$ cat src/rtl/warp_sequencer.sv
// Sequences one load/store/posit vector instruction across all warps of a block.
// Optional WAIT timeout watchdog enabled by defining WARP_SEQ_TIMEOUT_EN.
module warp_sequencer #(
  parameter int LANES      = 4,
  parameter int BLOCKDIM_W = 4,
  parameter int WARP_W     = 2,
  parameter int TIMEOUT    = 255
) (
  input  logic                  clk,
  input  logic                  rst,
  input  logic                  start_i,
  input  logic [1:0]            op_i,
  input  logic [BLOCKDIM_W-1:0] blockdim_i,
  output logic                  busy_o,
  output logic                  done_o,
  output logic [WARP_W-1:0]     warp_o,
  output logic [LANES-1:0]      lane_mask_o,
  output logic                  rd_en_o,
  output logic                  unit_start_o,
  input  logic [LANES-1:0]      unit_done_i,
  output logic                  wb_en_o,
  output logic                  err_o
);

  typedef enum logic [2:0] {
    S_IDLE = 3'd0,
    S_READ = 3'd1,
    S_EXEC = 3'd2,
    S_WAIT = 3'd3,
    S_WB   = 3'd4,
    S_DONE = 3'd5
  } state_e;

  localparam logic [1:0] OP_POSIT = 2'b10;
  localparam logic [1:0] OP_RSVD  = 2'b11;
  localparam int CW = BLOCKDIM_W + WARP_W + $clog2(LANES) + 1;

  if (TIMEOUT < 1 || TIMEOUT > 255) begin : g_timeout_range
    $error("TIMEOUT must fit the 8-bit WAIT counter");
  end
  if (((1 << BLOCKDIM_W) - 1 + LANES - 1) / LANES > (1 << WARP_W)) begin : g_warp_range
    $error("WARP_W too narrow for BLOCKDIM_W/LANES");
  end

  // Lane l of warp w is active when blockdim > w*LANES + l.
  function automatic logic [LANES-1:0] lane_mask_f(input logic [BLOCKDIM_W-1:0] bd,
                                                    input logic [WARP_W-1:0] w);
    logic [CW-1:0]    base;
    logic [LANES-1:0] m;
    base = CW'(w) * CW'(LANES);
    for (int l = 0; l < LANES; l++) begin
      m[l] = (CW'(bd) > (base + CW'(l)));
    end
    return m;
  endfunction

  function automatic logic [WARP_W-1:0] last_warp_f(input logic [BLOCKDIM_W-1:0] bd);
    logic [CW-1:0] n;
    n = (CW'(bd) + CW'(LANES - 1)) / CW'(LANES);
    return WARP_W'(n - CW'(1));
  endfunction

  state_e                  state_q, state_d;
  logic [1:0]              op_q, op_d;
  logic [BLOCKDIM_W-1:0]   bd_q, bd_d;
  logic [WARP_W-1:0]       last_q, last_d;
  logic [WARP_W-1:0]       warp_q, warp_d;
  logic                    err_q, err_d;
  logic                    all_done_s;

  logic                    busy_q, busy_d;
  logic                    done_q, done_d;
  logic                    rd_q, rd_d;
  logic                    ustart_q, ustart_d;
  logic                    wb_q, wb_d;
  logic [WARP_W-1:0]       warpo_q, warpo_d;
  logic [LANES-1:0]        mask_q, mask_d;
  logic                    active_s;

`ifdef WARP_SEQ_TIMEOUT_EN
  logic [7:0]              cnt_q, cnt_d;
`endif

  // Unmasked lanes count as done so partial warps never stall.
  assign all_done_s = &(unit_done_i | ~mask_q);

  // Next-state and control-register logic.
  always_comb begin
    state_d = state_q;
    op_d    = op_q;
    bd_d    = bd_q;
    last_d  = last_q;
    warp_d  = warp_q;
    err_d   = err_q;
`ifdef WARP_SEQ_TIMEOUT_EN
    cnt_d   = cnt_q;
`endif
    case (state_q)
      S_IDLE: begin
        if (start_i) begin
          warp_d = {WARP_W{1'b0}};
          if (op_i == OP_RSVD) begin
            err_d   = 1'b1;
            op_d    = 2'b00;
            bd_d    = {BLOCKDIM_W{1'b0}};
            last_d  = {WARP_W{1'b0}};
            state_d = S_DONE;
          end else begin
            err_d  = 1'b0;
            op_d   = op_i;
            bd_d   = blockdim_i;
            last_d = last_warp_f(blockdim_i);
            if (blockdim_i == {BLOCKDIM_W{1'b0}}) begin
              state_d = S_DONE;
            end else begin
              state_d = S_READ;
            end
          end
        end else begin
          state_d = S_IDLE;
        end
      end
      S_READ: begin
        if (op_q == OP_POSIT) begin
          state_d = S_EXEC;
        end else begin
          state_d = S_WB;
        end
      end
      S_EXEC: begin
        state_d = S_WAIT;
`ifdef WARP_SEQ_TIMEOUT_EN
        cnt_d   = 8'd0;
`endif
      end
      S_WAIT: begin
        if (all_done_s) begin
          state_d = S_WB;
`ifdef WARP_SEQ_TIMEOUT_EN
        end else if (cnt_q == 8'(TIMEOUT - 1)) begin
          err_d   = 1'b1;
          state_d = S_DONE;
        end else begin
          cnt_d   = cnt_q + 8'd1;
`else
        end else begin
          state_d = S_WAIT;
`endif
        end
      end
      S_WB: begin
        if (warp_q == last_q) begin
          state_d = S_DONE;
        end else begin
          warp_d  = warp_q + WARP_W'(1);
          state_d = S_READ;
        end
      end
      S_DONE: begin
        warp_d  = {WARP_W{1'b0}};
        state_d = S_IDLE;
      end
      default: begin
        state_d = S_IDLE;
      end
    endcase
  end

  // Moore outputs decoded from the next state so the registers line up with state_q.
  always_comb begin
    active_s = (state_d == S_READ) || (state_d == S_EXEC) ||
               (state_d == S_WAIT) || (state_d == S_WB);
    busy_d   = (state_d != S_IDLE);
    done_d   = (state_d == S_DONE);
    rd_d     = (state_d == S_READ);
    ustart_d = (state_d == S_EXEC) || (state_d == S_WAIT);
    wb_d     = (state_d == S_WB);
    if (active_s) begin
      warpo_d = warp_d;
      mask_d  = lane_mask_f(bd_d, warp_d);
    end else begin
      warpo_d = {WARP_W{1'b0}};
      mask_d  = {LANES{1'b0}};
    end
  end

  // State, captured instruction and output registers.
  always_ff @(posedge clk or posedge rst) begin
    if (rst) begin
      state_q  <= S_IDLE;
      op_q     <= 2'b00;
      bd_q     <= {BLOCKDIM_W{1'b0}};
      last_q   <= {WARP_W{1'b0}};
      warp_q   <= {WARP_W{1'b0}};
      err_q    <= 1'b0;
      busy_q   <= 1'b0;
      done_q   <= 1'b0;
      rd_q     <= 1'b0;
      ustart_q <= 1'b0;
      wb_q     <= 1'b0;
      warpo_q  <= {WARP_W{1'b0}};
      mask_q   <= {LANES{1'b0}};
`ifdef WARP_SEQ_TIMEOUT_EN
      cnt_q    <= 8'd0;
`endif
    end else begin
      state_q  <= state_d;
      op_q     <= op_d;
      bd_q     <= bd_d;
      last_q   <= last_d;
      warp_q   <= warp_d;
      err_q    <= err_d;
      busy_q   <= busy_d;
      done_q   <= done_d;
      rd_q     <= rd_d;
      ustart_q <= ustart_d;
      wb_q     <= wb_d;
      warpo_q  <= warpo_d;
      mask_q   <= mask_d;
`ifdef WARP_SEQ_TIMEOUT_EN
      cnt_q    <= cnt_d;
`endif
    end
  end

  assign busy_o       = busy_q;
  assign done_o       = done_q;
  assign warp_o       = warpo_q;
  assign lane_mask_o  = mask_q;
  assign rd_en_o      = rd_q;
  assign unit_start_o = ustart_q;
  assign wb_en_o      = wb_q;
  assign err_o        = err_q;

endmodule

$ cat config.mk
export PLATFORM = sky130hd
export DESIGN_NAME = warp_sequencer
export DESIGN_NICKNAME = d
export VERILOG_FILES = /design/src/rtl/warp_sequencer.sv
export SDC_FILE = /design/constraint.sdc
export NUM_CORES = 1
export LEC_CHECK = 0
export ABC_AREA = 1
export CAP_MARGIN = 20
export CORE_UTILIZATION = 30
export CTS_CLUSTER_DIAMETER = 50
export DETAILED_ROUTE_END_ITERATION = 16
export RECOVER_POWER = 50
export SETUP_SLACK_MARGIN = 0.3
export SLEW_MARGIN = 0
export SYNTH_ARGS = -nofsm -noshare
export SYNTH_HDL_FRONTEND = slang
export SYNTH_SLANG_ARGS = --single-unit
$ cat constraint.sdc
create_clock -name clk -period 2.8 [get_ports clk]
set_clock_uncertainty 0.1 [all_clocks]
set_input_delay 0.28 -clock clk [delete_from_list [all_inputs] [get_ports clk]]
set_output_delay 0.28 -clock clk [all_outputs]
set_load 0.005 [all_outputs]
==> impl_metrics.csv, run 1 <==
group,metric,value,unit
clock_tree,root_buffer,"clkbuf_8",
pwr,p_sw,851.3,uW
grt,antenna_found_initial,0,
placed_design,dpl.cell_count,228,
setup_path,cp_max_fo,9,
yosys,ys_types,30,
yosys,yosys-top-cells-count,"29 x nand2_1, 25 x dfrtp_1, 20 x inv_1",
clock_tree,numClockSinks,25,
pwr,clkPwrFrac,0.108,
yosys,synth_cells,150,
setup_path,critical_path.endpoint,"lane_mask_o[0]",
pwr,power_density,1149,nW/um2
yosys,yosys_warnings,0,
clock_tree,cts_buffers,3,
yosys,synth_top_flop_cell,"dfrtp_1",
setup_path,arrival,2.28,ns
yosys,synthTopCellsByArea,"dfrtp_1 46%, nand2_1 8.1%, nand2_4 5.8%, inv_1 5.6%, nand2_2 3.2%",
route,top_layer,"met4",
yosys,synth_nets,166,
grt,first_global_vias,1017,
timing,fmax,449.7,MHz
yosys,synth_top_area_cell,"dfrtp_1",
setup_path,critPathCaptureType,"flop",
run,drv_cap,0,
route,totalWireLength,2534,um
grt,grt_max_degree,26,
setup_path,path_class,"flop to flop",
clock_tree,path_clk_slew,0.09,ns
timing,final_hold_viol_count,0,
timing,tightest_slew,1.304,ns
clock_tree,post-cts-setup-buffer-count,0,
die,die_area,4768,um2
layout,diodes,0,
setup_path,crit_chain,"inv_1, nand2_1, nor2_8, inv_4, nand2_1, nand2_1, ha_1, nand2_1, inv_1, nand3_1, o22ai_1, nor2_2",
route,wl_met3,37,um
placed_design,hpwl,2042,um
layout,drive_above_1_share,0.2000,
route,vias,1026,
grt,grtUsageTotal,0.1156,
clock_tree,clk-insertion-delay-late,0.26,ns
yosys,syn-cell-area,1349,um2
pwr,peakVddDrop,0.3812,mV
pwr,switching_share,0.4375,
setup_path,cpMaxStageDelayCell,"dfrtp_1",
yosys,synth_top_area_frac,0.4638,
route,via_per_inst,4.422,
layout,area_growth,25.60,%
setup_path,cp-startpoint,"state_q[2]",
placed_design,portBuffers,24,
setup_path,reg2reg_slack,0.58,ns
route,drt-wirelength-per-cell,10.92,um
clock_tree,post_cts_resized,0,
setup_path,r2r.worst_path.cells,12,
placed_design,gp_congestion,0.8042,
clock_tree,cts_buffer_depth,2,
die,die_y,69.05,um
yosys,synth_seq_cells,25,
timing,drv_slew,0,
clock_tree,postCtsHoldBufs,0,
die,die_x,69.05,um
route,met1_length,1191,um
grt,grt_pass1_wl,4436,um
setup_path,crit_top_cell,"nand2_1",
yosys,yosysSeqAreaShare,0.4638,
timing,setup_viol,0,
timing,fin_ws,0.5763,ns
clock_tree,cts_tree,"yes",
die,core,4324,um2
setup_path,critPathRequiredTime,2.86,ns
die,io_pins,25,
route,met2_length,1281,um
timing,tns,0,ns
yosys,synth.most_common_cell,"nand2_1",
clock_tree,cts.htree.levels,1,
yosys,synth-async-reset-ratio,1.000,
pwr,pwr-share-seq,0.298,
timing,relSlewSlack,0.1305,
route,drt_pass1_iterations,4,
setup_path,critPathLaunchType,"flop",
placed_design,place_area,1669,um2
route,initialDrtViolationCount,29,
setup_path,regToRegEndpoint,"lane_mask_o[0]",
die,fp-row-count,24,
route,drcViolationCount,0,
route,ant_nets,0,
pwr,p_leak,0.8659,nW
pwr,comb_power_share,0.594,
timing,fin_crit_sh,0.7942,
min_path,hp-class,"flop to flop",
layout,final_area,1694,um2
yosys,syn_area_per_cell,8.992,um2
pwr,power.internal,1.095,mW
layout,layout.cells.non_filler,232,
timing,min_period,2.224,ns
setup_path,regToRegStartpoint,"state_q[2]",
timing,rsz0062_at_grt,"no",
grt,grt-ovfl-total,0,
layout,fin_nets,197,
setup_path,cp_slowest_stage_delay,0.40,ns
placed_design,post-place-ws,0.4025,ns
die,start_util,0.3119,
status,status,"completed",
yosys,synth_edf_count,0,
power groups by stage:
| stage | logic, mW | registers [mW] | clock network, mW |
|---|---|---|---|
| after floorplan | 0.866 | 0.587 | 0 |
| after global placement | 1.18 | 0.592 | 0 |
| after detailed placement | 1.18 | 0.591 | 0 |
| after CTS | 1.19 | 0.584 | 0.219 |
| after global routing | 1.30 | 0.598 | 0.230 |
| final | 1.15 | 0.580 | 0.211 |
routing by layer:
layer  global-route usage  up-vias
met1               0.1439      487
met2               0.1974       10
li1                     -      527
met5                    0        -
met3              0.01608        2
met4              0.05215        0
through the flow:
step / power [mW] / utilization / hold WS (ns)
after floorplan: 1.453 / - / 0.2073
after global placement: 1.771 / 0.3860 / 0.3760
after detailed placement: 1.773 / 0.3860 / 0.3738
after CTS: 1.988 / 0.3964 / 0.2640
after global routing: 2.127 / 0.3918 / 0.4128
final: 1.946 / 0.3918 / 0.3896
worst min path at each step:
stage	depth (start not counted)	start	slack (ns)	endpoint
floorplan	1	rst	0.21	bd_q[0]
global placement	2	op_q[1]	0.38	op_q[1]
detailed placement	2	op_q[1]	0.37	op_q[1]
CTS	3	rst	0.26	bd_q[0]
global route	2	op_q[1]	0.41	op_q[1]
finish	2	op_q[1]	0.39	op_q[1]
cell usage in the layout (no fill, tap or decap):
cell / instances
clkdlybuf4s50_1: 22
a21oi_1: 2
xor2_1: 1
o22ai_1: 3
nand3_2: 3
o21bai_2: 1
nand2_1: 30
nor2_8: 1
nand4_2: 1
nor2_1: 11
nand2_2: 7
nor3_1: 1
inv_4: 1
o31ai_1: 1
clkbuf_1: 2
inv_1: 21
inv_2: 5
nor3b_1: 1
ha_1: 3
nand2_4: 6
dfrtp_1: 25
nor2_4: 2
dlygate4sd3_1: 2
o21ai_0: 3
o21ai_1: 3
nand3_1: 5
xnor2_1: 2
buf_4: 1
o211ai_1: 2
clkbuf_8: 3
a22oi_1: 1
nand4_1: 2
nor2_2: 5
a21o_1: 1
flip-flops by register name, summed over array words and instances (netlist names):
signal and flops:
err_o 1, state_q 3, op_q 2, rd_en_o 1
warp_q 2, lane_mask_o 4, warp_o 2, bd_q 4
done_o 1, last_q 2, wb_en_o 1, unit_start_o 1
busy_o 1
cells by family (layout without fill, tap and decap cells):
group / count (synthesis) / in the layout / synth area share
AO/OA/AOI/OAI: 17 / 17 / 0.08256
XOR/XNOR: 3 / 3 / 0.01948
buffers and inverters: 27 / 57 / 0.07699
adder cells (fa/ha/maj): 3 / 3 / 0.02783
flip-flops: 25 / 25 / 0.4638
AND/OR/NAND/NOR: 75 / 75 / 0.3293
final cells by class:
type / count / area (um2)
multi-input combinational: 98 / 603.1
inverter: 27 / 103.9
tap: 52 / 65.06
fill: 456 / 2630
clock buffer: 4 / 45.04
sequential: 25 / 625.6
timing repair buffer: 26 / 251.5
worst max-delay path: cells and delay by family (launching register included):
kind | cells | cell delay, ns
AOI/OAI and AO/OA | 1 | 0.17
adders and majority gates | 1 | 0.31
buffers and inverters | 3 | 0.35
DFF | 1 | 0.40
and+or+nand+nor | 7 | 0.77
(Power assumes the default switching activity.)
==> run 2: changes to the inputs <==
==> constraint.sdc (replaced) <==
create_clock -name clk -period 2.29 [get_ports clk]
set_clock_uncertainty 0.1 [all_clocks]
set_input_delay 0.229 -clock clk [delete_from_list [all_inputs] [get_ports clk]]
set_output_delay 0.229 -clock clk [all_outputs]
set_load 0.005 [all_outputs]
==> impl_metrics.csv, run 2 (synthesized netlist as in run 1, its figures left out) <==
group,metric,value,unit
timing,drv_slew,0,
layout,fin_nets,217,
timing,tightest_slew,1.365,ns
die,fp-row-count,24,
pwr,p_sw,1.311,mW
route,totalWireLength,2939,um
timing,fmax,497.7,MHz
layout,multi_input_area,724.4,um2
clock_tree,cts.htree.levels,1,
setup_path,cp_slowest_stage_delay,0.42,ns
setup_path,crit_top_cell,"nand2_1",
pwr,p_leak,0.9849,nW
route,drcViolationCount,0,
timing,tns,0,ns
timing,setup_viol,0,
die,start_util,0.3119,
placed_design,portBuffers,24,
setup_path,critPathLaunchType,"flop",
setup_path,regToRegStartpoint,"warp_q[1]",
route,drt_pass1_iterations,7,
run,drv_cap,0,
pwr,peakVddDrop,0.6199,mV
clock_tree,root_buffer,"clkbuf_8",
pwr,power_density,1537,nW/um2
route,ant_nets,0,
pwr,finalPower,3.023,mW
layout,fill_cells,426,
setup_path,critPathRequiredTime,2.35,ns
route,drt-wirelength-per-cell,11.66,um
setup_path,crit_chain,"xnor2_1, nand2_1, nand2_1, o211ai_1, nand2_1, inv_2, ha_4, nand2_4, inv_4, nand3_4, o21ai_2, nor2_1",
pwr,power.internal,1.712,mW
die,die_x,69.05,um
clock_tree,numClockSinks,25,
die,die_area,4768,um2
die,io_pins,25,
clock_tree,cts_tree,"yes",
layout,ff_latch_area,626.9,um2
route,via_per_inst,4.480,
min_path,hp-class,"flop to flop",
grt,grt_pass1_wl,4899,um
timing,min_period,2.009,ns
layout,layout_commonest_cell,"nand2_1",
clock_tree,cts_buffers,3,
setup_path,critical_path.endpoint,"lane_mask_o[1]",
status,status,"completed",
layout,drive_above_1_share,0.3750,
grt,first_global_vias,1191,
pwr,switching_share,0.4336,
route,vias,1129,
placed_design,hpwl,2068,um
layout,final_util,0.4549,
clock_tree,path_clk_slew,0.09,ns
timing,relSlewSlack,0.08992,
timing,rsz0062_at_grt,"yes",
pwr,comb_power_share,0.681,
die,die_y,69.05,um
clock_tree,postCtsHoldBufs,0,
pwr,pwr-share-seq,0.236,
setup_path,cp-startpoint,"warp_q[1]",
pwr,clkPwrFrac,0.083,
placed_design,gp_congestion,0.7505,
route,initialDrtViolationCount,27,
die,core,4324,um2
clock_tree,cts_buffer_depth,2,
layout,diodes,0,
timing,fin_crit_sh,0.8774,
setup_path,reg2reg_slack,0.28,ns
setup_path,regToRegEndpoint,"lane_mask_o[1]",
grt,antenna_found_initial,0,
timing,final_hold_viol_count,0,
grt,grt-ovfl-total,0,
setup_path,arrival,2.07,ns
layout,area_growth,45.83,%
clock_tree,clk-insertion-delay-late,0.26,ns
setup_path,critPathCaptureType,"flop",
grt,grtUsageTotal,0.1245,
setup_path,cp_max_fo,3,
setup_path,r2r.worst_path.cells,12,
setup_path,path_class,"flop to flop",
layout,layout_common_cells,"27 x nand2_1, 24 x dfrtp_1, 23 x clkdlybuf4s50_1, 20 x buf_4, 17 x inv_1",
setup_path,cpMaxStageDelayCell,"dfrtp_2",
grt,grt_max_degree,26,
[run 2: layout make-up]
type                       instances  area share
sequential                        25      0.3187
clock inverter                     1    0.002545
tap                               52     0.03308
multi-input combinational         98      0.3683
clock buffer                       3     0.02099
timing repair buffer              46      0.2023
inverter                          27     0.05407
[run 2: through the flow]
| step | instance area (um2) | instances | hold slack [ns] | setup slack (ns) |
|---|---|---|---|---|
| 3_5_place_dp | 1714 | 233 | 0.3821 | -0.005667 |
| 6_report | 1967 | 252 | 0.4032 | 0.2807 |
| 5_1_grt | 1967 | 252 | 0.4331 | 0.1429 |
| 3_3_place_gp | 1714 | 233 | 0.3714 | 0.03296 |
| 2_1_floorplan | 1356 | 150 | 0.1563 | 0.3692 |
| 4_1_cts | 1842 | 242 | 0.2188 | 0.3012 |
[run 2: power by group through the flow]
stage	clock network [mW]	registers, mW	logic (mW)
floorplan	0	0.722	1.07
global placement	0	0.726	1.49
detailed placement	0	0.726	1.50
CTS	0.263	0.715	1.69
global route	0.283	0.730	2.26
finish	0.252	0.713	2.06
[run 2: worst min-delay path by stage]
stage / from / to / slack [ns] / depth (start not counted)
floorplan: rst / bd_q[0] / 0.16 / 1
detailed placement: bd_q[3] / bd_q[3] / 0.38 / 2
global placement: bd_q[3] / bd_q[3] / 0.37 / 2
global route: op_q[1] / op_q[1] / 0.43 / 2
finish: op_q[1] / op_q[1] / 0.40 / 2
CTS: rst / lane_mask_o[3] / 0.22 / 3
[run 2: what timing repair did]
item	CTS	global route
endpoints found under the setup margin	4	4
gates resized for setup	10	16
setup buffers	5	10
pin swaps	4	19
[run 2: critical path, delay by kind of cell (launching register included)]
family / cells / cell delay [ns]
buffers and inverters: 2 / 0.14
AND/OR/NAND/NOR: 6 / 0.49
XOR/XNOR: 1 / 0.24
AO/OA/AOI/OAI: 2 / 0.21
flip-flops: 1 / 0.42
adder cells (fa/ha/maj): 1 / 0.30
[run 2: per-layer routing]
layer	global-route usage	routed length (um)	vias to the layer above
met4	0.04989	40	0
met3	0.01170	27	4
met5	0	0	-
li1	-	-	571
met1	0.1474	1241	544
met2	0.2287	1630	10
==> run 3: changes to the inputs <==
--- a/config.mk
+++ b/config.mk
@@ -11,6 +11,7 @@
 export CTS_CLUSTER_DIAMETER = 50
 export DETAILED_ROUTE_END_ITERATION = 16
 export RECOVER_POWER = 50
+export REMOVE_ABC_BUFFERS = 1
 export SETUP_SLACK_MARGIN = 0.3
 export SLEW_MARGIN = 0
 export SYNTH_ARGS = -nofsm -noshare
==> impl_metrics.csv, run 3 (synthesized netlist as in run 1, its figures left out) <==
group,metric,value,unit
layout,layout_common_cells,"27 x nand2_1, 24 x dfrtp_1, 23 x clkdlybuf4s50_1, 19 x inv_1, 16 x buf_4",
route,drt-wirelength-per-cell,11.71,um
timing,setup_viol,0,
pwr,finalPower,2.772,mW
pwr,switching_share,0.4351,
layout,drive_above_1_share,0.3333,
timing,relSlewSlack,0.1031,
pwr,peakVddDrop,0.6263,mV
die,die_area,4768,um2
pwr,power_density,1479,nW/um2
timing,rsz0062_at_grt,"yes",
die,fp-row-count,24,
pwr,p_sw,1.206,mW
pwr,comb_power_share,0.645,
status,status,"completed",
timing,drv_slew,0,
setup_path,arrival,2.11,ns
route,drt_pass1_iterations,4,
route,initialDrtViolationCount,12,
route,totalWireLength,2892,um
clock_tree,clk-insertion-delay-late,0.27,ns
grt,grtUsageTotal,0.1272,
die,die_x,69.05,um
timing,tns,0,ns
setup_path,cpMaxStageDelayCell,"dfrtp_1",
timing,fin_crit_sh,0.8905,
layout,fin_nets,212,
die,start_util,0.3119,
min_path,hp-class,"flop to flop",
grt,first_global_vias,1070,
run,drv_cap,0,
clock_tree,path_clk_slew,0.09,ns
grt,grt_max_degree,26,
clock_tree,cts_buffer_depth,2,
pwr,p_leak,0.9567,nW
die,core,4324,um2
timing,final_hold_viol_count,0,
setup_path,path_class,"flop to flop",
pwr,clkPwrFrac,0.099,
clock_tree,cts_buffers,3,
pwr,power.internal,1.566,mW
min_path,min_from,"op_q[1]",
clock_tree,cts.htree.levels,1,
grt,antenna_found_initial,0,
timing,fin_ws,0.2507,ns
route,drcViolationCount,0,
setup_path,regToRegStartpoint,"state_q[0]",
setup_path,crit_chain,"inv_1, nand2_4, nor2_8, nand2_4, inv_2, nand2_1, nand2_1, ha_4, a21oi_2, o21bai_2, nor2_2",
layout,final_util,0.4334,
clock_tree,cts_tree,"yes",
setup_path,cp_slowest_stage_delay,0.41,ns
layout,layout_commonest_cell,"nand2_1",
route,ant_nets,0,
route,vias,1094,
setup_path,cp-startpoint,"state_q[0]",
setup_path,critPathLaunchType,"flop",
clock_tree,postCtsHoldBufs,0,
placed_design,portBuffers,24,
placed_design,hpwl,2072,um
clock_tree,numClockSinks,25,
pwr,pwr-share-seq,0.256,
timing,tightest_slew,1.345,ns
placed_design,post-place-ws,0.02048,ns
setup_path,critPathRequiredTime,2.36,ns
setup_path,cp_max_fo,6,
layout,area_growth,38.96,%
grt,grt-ovfl-total,0,
clock_tree,root_buffer,"clkbuf_8",
grt,grt_pass1_wl,4830,um
die,io_pins,25,
timing,fmax,490.4,MHz
setup_path,critPathCaptureType,"flop",
route,via_per_inst,4.429,
placed_design,gp_congestion,0.7593,
die,die_y,69.05,um
layout,diodes,0,
timing,min_period,2.039,ns
run 3: cell types whose count changed in the layout (fill, tap and decap cells not counted), sizes merged:
cell,change
buf,-4
clkbuf,-1
run 3: final cells by class:
type | instances | area [um2]
clock inverter | 1 | 5.005
inverter | 27 | 103.9
tap | 52 | 65.06
sequential | 25 | 626.9
fill | 442 | 2450
clock buffer | 3 | 41.29
timing repair buffer | 41 | 364.1
multi-input combinational | 98 | 668.1
run 3: stage by stage:
stage / std cells / hold WS [ns] / area (um2)
2_1_floorplan: 150 / 0.1563 / 1349
3_3_place_gp: 234 / 0.3716 / 1714
3_5_place_dp: 234 / 0.3847 / 1714
4_1_cts: 242 / 0.2167 / 1831
5_1_grt: 247 / 0.4338 / 1874
6_report: 247 / 0.4017 / 1874
run 3: what timing repair did:
action / CTS / global route
resized for setup: 7 / 8
pin swaps: 2 / 10
setup endpoints to repair: 4 / 4
setup buffers: 4 / 5
run 3: critical path, delay by kind of cell (launching register included):
kind / cells / cell delay (ns)
buf+inv: 2 / 0.20
simple gates: 6 / 0.62
compound gates: 2 / 0.36
fa+ha+maj: 1 / 0.24
flops: 1 / 0.41
run 3: worst paths after layout:
| path | end | slack (ns) | cells after the start |
|---|---|---|---|
| min in group asynchronous | done_o | 0.73 | 3 |
| max in group asynchronous | warp_q[1] | 0.48 | 3 |
| setup / recovery | lane_mask_o[3] | 0.25 | 11 |
| setup reg to reg | lane_mask_o[3] | 0.25 | 11 |
| hold / removal | op_q[1] | 0.40 | 2 |
| hold reg to reg | op_q[1] | 0.40 | 2 |
run 3: power by group through the flow:
stage	logic, mW	registers [mW]	clock network [mW]
floorplan	1.06	0.718	0
global placement	1.50	0.723	0
detailed placement	1.52	0.721	0
CTS	1.68	0.716	0.269
global route	2.01	0.732	0.298
finish	1.79	0.711	0.273
run 3: routing by layer:
metal,share of wire,global-route usage
met5,0,0
met3,0.016,0.02339
met4,0.012,0.04762
met2,0.52,0.2222
met1,0.45,0.1546
